**src/rtl/dmux_reg_pkg.sv**
```systemverilog
// Shared definitions for the registered demultiplexer: default widths and
// the channel-count derivation used by the decoder and the top level.
package dmux_reg_pkg;

    localparam int unsigned BUS_WIDTH_DEF   = 16;
    localparam int unsigned NB_SEL_DEF      = 3;
    localparam int unsigned COUNT_WIDTH_DEF = 8;

    // Number of channels addressed by an nb_sel-bit select.
    function automatic int unsigned nb_out(input int unsigned nb_sel);
        return 32'(1) << nb_sel;
    endfunction

endpackage

```
**src/rtl/dmux1bit.sv**
```systemverilog
// One-hot decoder: drives in_i onto the output bit chosen by sel_i.
module dmux1bit
    import dmux_reg_pkg::*;
#(
    parameter int unsigned NB_SEL = NB_SEL_DEF,
    localparam int unsigned NB_OUT = nb_out(NB_SEL)
) (
    input  logic              in_i,
    input  logic [NB_SEL-1:0] sel_i,
    output logic [NB_OUT-1:0] out_c
);

    always_comb begin
        out_c        = '0;
        out_c[sel_i] = in_i;
    end

endmodule

```
**src/rtl/dmux_reg_slot.sv**
```systemverilog
// One-entry channel buffer; a slot that is draining this cycle reports free
// so a refill can land on the same edge without a bubble.
module dmux_reg_slot
    import dmux_reg_pkg::*;
#(
    parameter int unsigned WIDTH = BUS_WIDTH_DEF
) (
    input  logic             clk,
    input  logic             reset,
    input  logic             wr_en_i,
    input  logic [WIDTH-1:0] wr_data_i,
    input  logic             rd_ready_i,
    output logic [WIDTH-1:0] data_o,
    output logic             valid_o,
    output logic             free_c
);

    logic [WIDTH-1:0] data_q, data_d;
    logic             valid_q, valid_d;

    // Write beats drain; data is left untouched on a pure drain.
    always_comb begin
        data_d  = data_q;
        valid_d = valid_q;
        if (wr_en_i) begin
            data_d  = wr_data_i;
            valid_d = 1'b1;
        end else if (valid_q && rd_ready_i) begin
            valid_d = 1'b0;
        end
    end

    always_ff @(posedge clk) begin
        if (reset) begin
            data_q  <= '0;
            valid_q <= 1'b0;
        end else begin
            data_q  <= data_d;
            valid_q <= valid_d;
        end
    end

    assign data_o  = data_q;
    assign valid_o = valid_q;
    assign free_c  = ~valid_q | rd_ready_i;

endmodule

```
**src/rtl/dmux_reg.sv**
```systemverilog
// Registered valid/ready demultiplexer: routes each accepted word to one
// channel buffer, or to all of them in broadcast mode, and counts transfers.
module dmux_reg
    import dmux_reg_pkg::*;
#(
    parameter int unsigned BUS_WIDTH   = BUS_WIDTH_DEF,
    parameter int unsigned NB_SEL      = NB_SEL_DEF,
    parameter int unsigned COUNT_WIDTH = COUNT_WIDTH_DEF,
    localparam int unsigned NB_OUT     = nb_out(NB_SEL)
) (
    input  logic                        clk,
    input  logic                        reset,
    input  logic [BUS_WIDTH-1:0]        in_data,
    input  logic [NB_SEL-1:0]           in_sel,
    input  logic                        in_bcast,
    input  logic                        in_valid,
    output logic                        in_ready,
    output logic [NB_OUT*BUS_WIDTH-1:0] out_data,
    output logic [NB_OUT-1:0]           out_valid,
    input  logic [NB_OUT-1:0]           out_ready,
    output logic [COUNT_WIDTH-1:0]      in_count
);

    logic [NB_OUT-1:0]      free;
    logic [NB_OUT-1:0]      uni_wr;
    logic [NB_OUT-1:0]      wr_en;
    logic                   accept;
    logic [COUNT_WIDTH-1:0] count_q, count_d;

    // Broadcast needs every slot free; unicast only its own target.
    always_comb begin
        in_ready = 1'b0;
        if (!reset) begin
            in_ready = in_bcast ? (&free) : free[in_sel];
        end
    end

    assign accept = in_valid & in_ready;

    dmux1bit #(
        .NB_SEL (NB_SEL)
    ) u_dec (
        .in_i  (accept & ~in_bcast),
        .sel_i (in_sel),
        .out_c (uni_wr)
    );

    assign wr_en = uni_wr | {NB_OUT{accept & in_bcast}};

    for (genvar k = 0; k < NB_OUT; k++) begin : g_slot
        dmux_reg_slot #(
            .WIDTH (BUS_WIDTH)
        ) u_slot (
            .clk        (clk),
            .reset      (reset),
            .wr_en_i    (wr_en[k]),
            .wr_data_i  (in_data),
            .rd_ready_i (out_ready[k]),
            .data_o     (out_data[k*BUS_WIDTH +: BUS_WIDTH]),
            .valid_o    (out_valid[k]),
            .free_c     (free[k])
        );
    end

    // A broadcast is one transfer; the counter wraps naturally.
    always_comb begin
        count_d = count_q + COUNT_WIDTH'(accept);
    end

    always_ff @(posedge clk) begin
        if (reset) begin
            count_q <= '0;
        end else begin
            count_q <= count_d;
        end
    end

    assign in_count = count_q;

endmodule

```
**config.mk**
```make
export PLATFORM = sky130hd
export DESIGN_NAME = dmux_reg
export DESIGN_NICKNAME = d
export VERILOG_FILES = /design/src/rtl/dmux_reg_pkg.sv /design/src/rtl/dmux1bit.sv /design/src/rtl/dmux_reg_slot.sv /design/src/rtl/dmux_reg.sv
export SDC_FILE = /design/constraint.sdc
export NUM_CORES = 1
export LEC_CHECK = 0
export CAP_MARGIN = 0
export CORE_MARGIN = 5
export CORE_UTILIZATION = 44
export CTS_BUF_LIST = sky130_fd_sc_hd__clkbuf_8
export CTS_CLUSTER_SIZE = 12
export DETAILED_ROUTE_END_ITERATION = 8
export PLACE_DENSITY_LB_ADDON = 0.15
export SLEW_MARGIN = 30
export SYNTH_ARGS = -nofsm -noshare
export SYNTH_HDL_FRONTEND = slang
export SYNTH_SLANG_ARGS = --single-unit
```
**constraint.sdc**
```tcl
create_clock -name clk -period 2.6 [get_ports clk]
set_clock_uncertainty 0.05 [all_clocks]
set_input_delay 0.52 -clock clk [delete_from_list [all_inputs] [get_ports clk]]
set_output_delay 0.52 -clock clk [all_outputs]
set_load 0.01 [all_outputs]
```
==> results of run 1 <==
-- layout by cell type (no fill, tap or decap), types with 6 or more instances in the layout --
cell and count:
clkdlybuf4s50_1 162, dfxtp_1 144, o21ai_0 126, a21oi_1 115, nand3_1 113, buf_4 44, clkbuf_8 21, nand4b_1 19
dlymetal6s2s_1 11, nor2_1 10, buf_12 9, nand2b_4 8, nand2b_1 7, nand2_1 6
-- power by group through the flow --
stage / Combinational [µW] / Sequential (µW) / Clock [µW]
floorplan: 239 / 2430 / 0
global placement: 633 / 2390 / 0
detailed placement: 642 / 2400 / 0
CTS: 649 / 2350 / 1700
global route: 711 / 2360 / 1800
finish: 664 / 2350 / 1670
-- flip-flops by register name, summed over array words and instances, names as in the netlist --
register / cells
g_slot.u_slot.data_o: 128
g_slot.u_slot.valid_o: 8
in_count: 8
-- logic make-up (layout without fill, tap and decap cells) --
| kind of cell | after synthesis | in the layout | synth area share (%) |
|---|---|---|---|
| simple gates | 192 | 192 | 19.8 |
| fa+ha+maj | 2 | 2 | 0.436 |
| buf+inv | 72 | 262 | 5.87 |
| compound gates | 255 | 255 | 22.7 |
| xor+xnor | 6 | 6 | 0.917 |
| flops | 144 | 144 | 50.3 |
-- worst max-delay path, cell delays in order, from the launching register on --
cell,delay (ns)
dfxtp_1,0.36
nand2b_4,0.09
buf_4,0.12
o221ai_1,0.12
o21ai_1,0.12
o221ai_2,0.16
o31ai_4,0.27
buf_2,0.16
-- repair_timing --
item / in CTS / in global routing
pin swaps: 1 / 7
hold buffers: 0 / 0
gates resized for setup: 9 / 28
cloned: 0 / 0
endpoints found under the setup margin: 1 / 68
buffers inserted: 1 / 0
-- cell type report --
type,instances,share of cell area (%)
Clock buffer,21,3.43
Inverter,1,0.0445
Multi-Input combinational cell,455,31.5
Tap cell,172,2.55
Timing Repair Buffer,229,27.3
Sequential cell,144,34.2
Clock inverter,11,1.05
-- cells in the mapped netlist, types with 3 or more instances --
library cell / count / share of area (%)
a21oi_1: 115 / 10
a31oi_1: 4 / 0.44
and2_1: 3 / 0.33
buf_2: 14 / 1.2
buf_4: 10 / 1.3
clkbuf_1: 41 / 2.7
clkbuf_2: 3 / 0.26
dfxtp_1: 144 / 50
nand2_1: 6 / 0.39
nand2b_1: 15 / 1.6
nand3_1: 113 / 9.9
nand4_1: 4 / 0.44
nand4b_1: 19 / 2.9
nor2_1: 10 / 0.65
nor2b_1: 4 / 0.44
nor3b_1: 3 / 0.39
o21ai_0: 127 / 11
xor2_1: 4 / 0.61
-- metal layers --
layer / GRT usage [%] / wire, µm / vias up
li1: - / - / 2778
met1: 34.0 / 8100 / 2934
met2: 42.0 / 9980 / 265
met3: 7.99 / 1930 / 34
met4: 8.90 / 414 / 0
met5: 0 / 0 / -
-- through the flow --
stage,std cells,power (µW)
after global routing,1033,4870
after global placement,1000,3030
after floorplan,671,2660
after detailed placement,1000,3040
after CTS,1033,4690
final,1033,4680
-- worst max-delay path by stage --
| stage | endpoint | slack [ns] | cells past startpoint |
|---|---|---|---|
| 5_1_grt | in_ready | 0.12 | 7 |
| 4_1_cts | in_ready | 0.006 | 6 |
| 3_5_place_dp | in_ready | -0.56 | 6 |
| 6_report | in_ready | 0.19 | 7 |
| 2_1_floorplan | in_count[5]$_SDFF_PP0_ | 0.02 | 12 |
| 3_3_place_gp | in_ready | -0.51 | 6 |
==> metrics.txt, run 1 <==
Seq/Total Area, Yosys 50.3%; Slew Limit Fails 0; CTS HTree Levels 4; Global Route Usage Sum between 20% and 30%; Root Buffer clkbuf_8; clk buf depth 2; sw frac 26.1%; Final Hold Viols 0; Die Footprint 15400 µm²; switching power 1220 µW; hold wc startpoint out_ready[6]; drt total wl roughly 20 mm; maxcap violations 0; die span in x 124 µm; Mapped Cells 671; Min-Delay Path Class primary input to flop; post-synthesis net count 704; ant diodes 0; Clock Latency Late Sink around 0.44 ns; worst reg-to-reg setup slack 0.25 ns; min Tclk post-route between 2 and 2.5 ns; first-pass GRT wire length 31.2 mm; worst reg2reg path depth 9; initial core utilization about 45%; share of layout cells above drive strength 1 12.7%; Final WS setup 0.187 ns; clk sinks 144; GRT Residual Overflow 0; nature of the critical path endpoint primary output; nets around 880; unrepaired setup endpoints after global routing no; Multi-input gate area 2650 µm²; RR Startpoint g_slot[6].u_slot.valid_o$_SDFFE_PP0P_; antenna violations before repair 0; DR WL/cell 19.8 µm; Final Wtd Congestion around 0.84; number of global-route vias before repair approximately 5.7k; Top Ports 176; Synth Area per Inst 8.54 µm²; storage element area roughly 2900 µm²; Vias 6011; Peak supply drop around 0.38 mV; number of synthesized register bits approximately 140; Worst Tran Pin Value 0.664 ns; crit path launch g_slot[7].u_slot.valid_o$_SDFFE_PP0P_; worst r2r dst g_slot[6].u_slot.data_o[5]$_SDFFE_PP0P_; Placement Cell Area 7890 µm²; Final TNS setup 0 ns; residual DRC count 0; pwr/cell area around 560 nW/µm²; HPWL Detailed 13.7 mm; EDFF count, synth 0; Post-Syn Area 5730 µm²; post-synth cell types 43; CP required between 2 and 2.5 ns; hold path depth 3; IO buf count ~180; startpoint types flop; Synth Flop Type dfxtp_1; hold worst-path end g_slot[6].u_slot.valid_o$_SDFFE_PP0P_; final core utilization 66.2%; Core Rows 41; endpoints failing setup 0; largest net degree at the start of global routing 92; DR vias/cell roughly 5.8; pre-CTS WS -0.561 ns; Area growth syn-to-layout 47.0%; arrival time worst endpoint between 1.5 and 2 ns; post-route ant nets 0; Gate power share 14.2%; Hold Slack 0.397 ns; core area 12700 µm²; drt initial violations 657; post-layout instance area around 8400 µm²; Max-slew headroom 55.7%; worst setup path class flop to primary output; Sequential Power Share 50.2%; Num CTS Buffers 17; clock power share 35.7%; Pleak about 0.003 µW; Worst-path clk slew 0.08 ns; Yosys warnings 0; status finished clean; Crit Path Max Fanout 4; Fillers 1106; post-route clock period utilization 92.8%; Die Y-Extent 124 µm; max frequency 414 MHz; CTS tree built; DRT Pass-1 Iters 5; Pint 3460 µW; async set-reset flop share out of synthesis 0%
Note: power is estimated with default switching activity, not from simulation.
==> inputs of run 2 (changes only) <==
CTS_CLUSTER_SIZE = unset   (was 12)
==> results of run 2 <==
No change in the layout: final DEF, timing and power equal those of run 1.
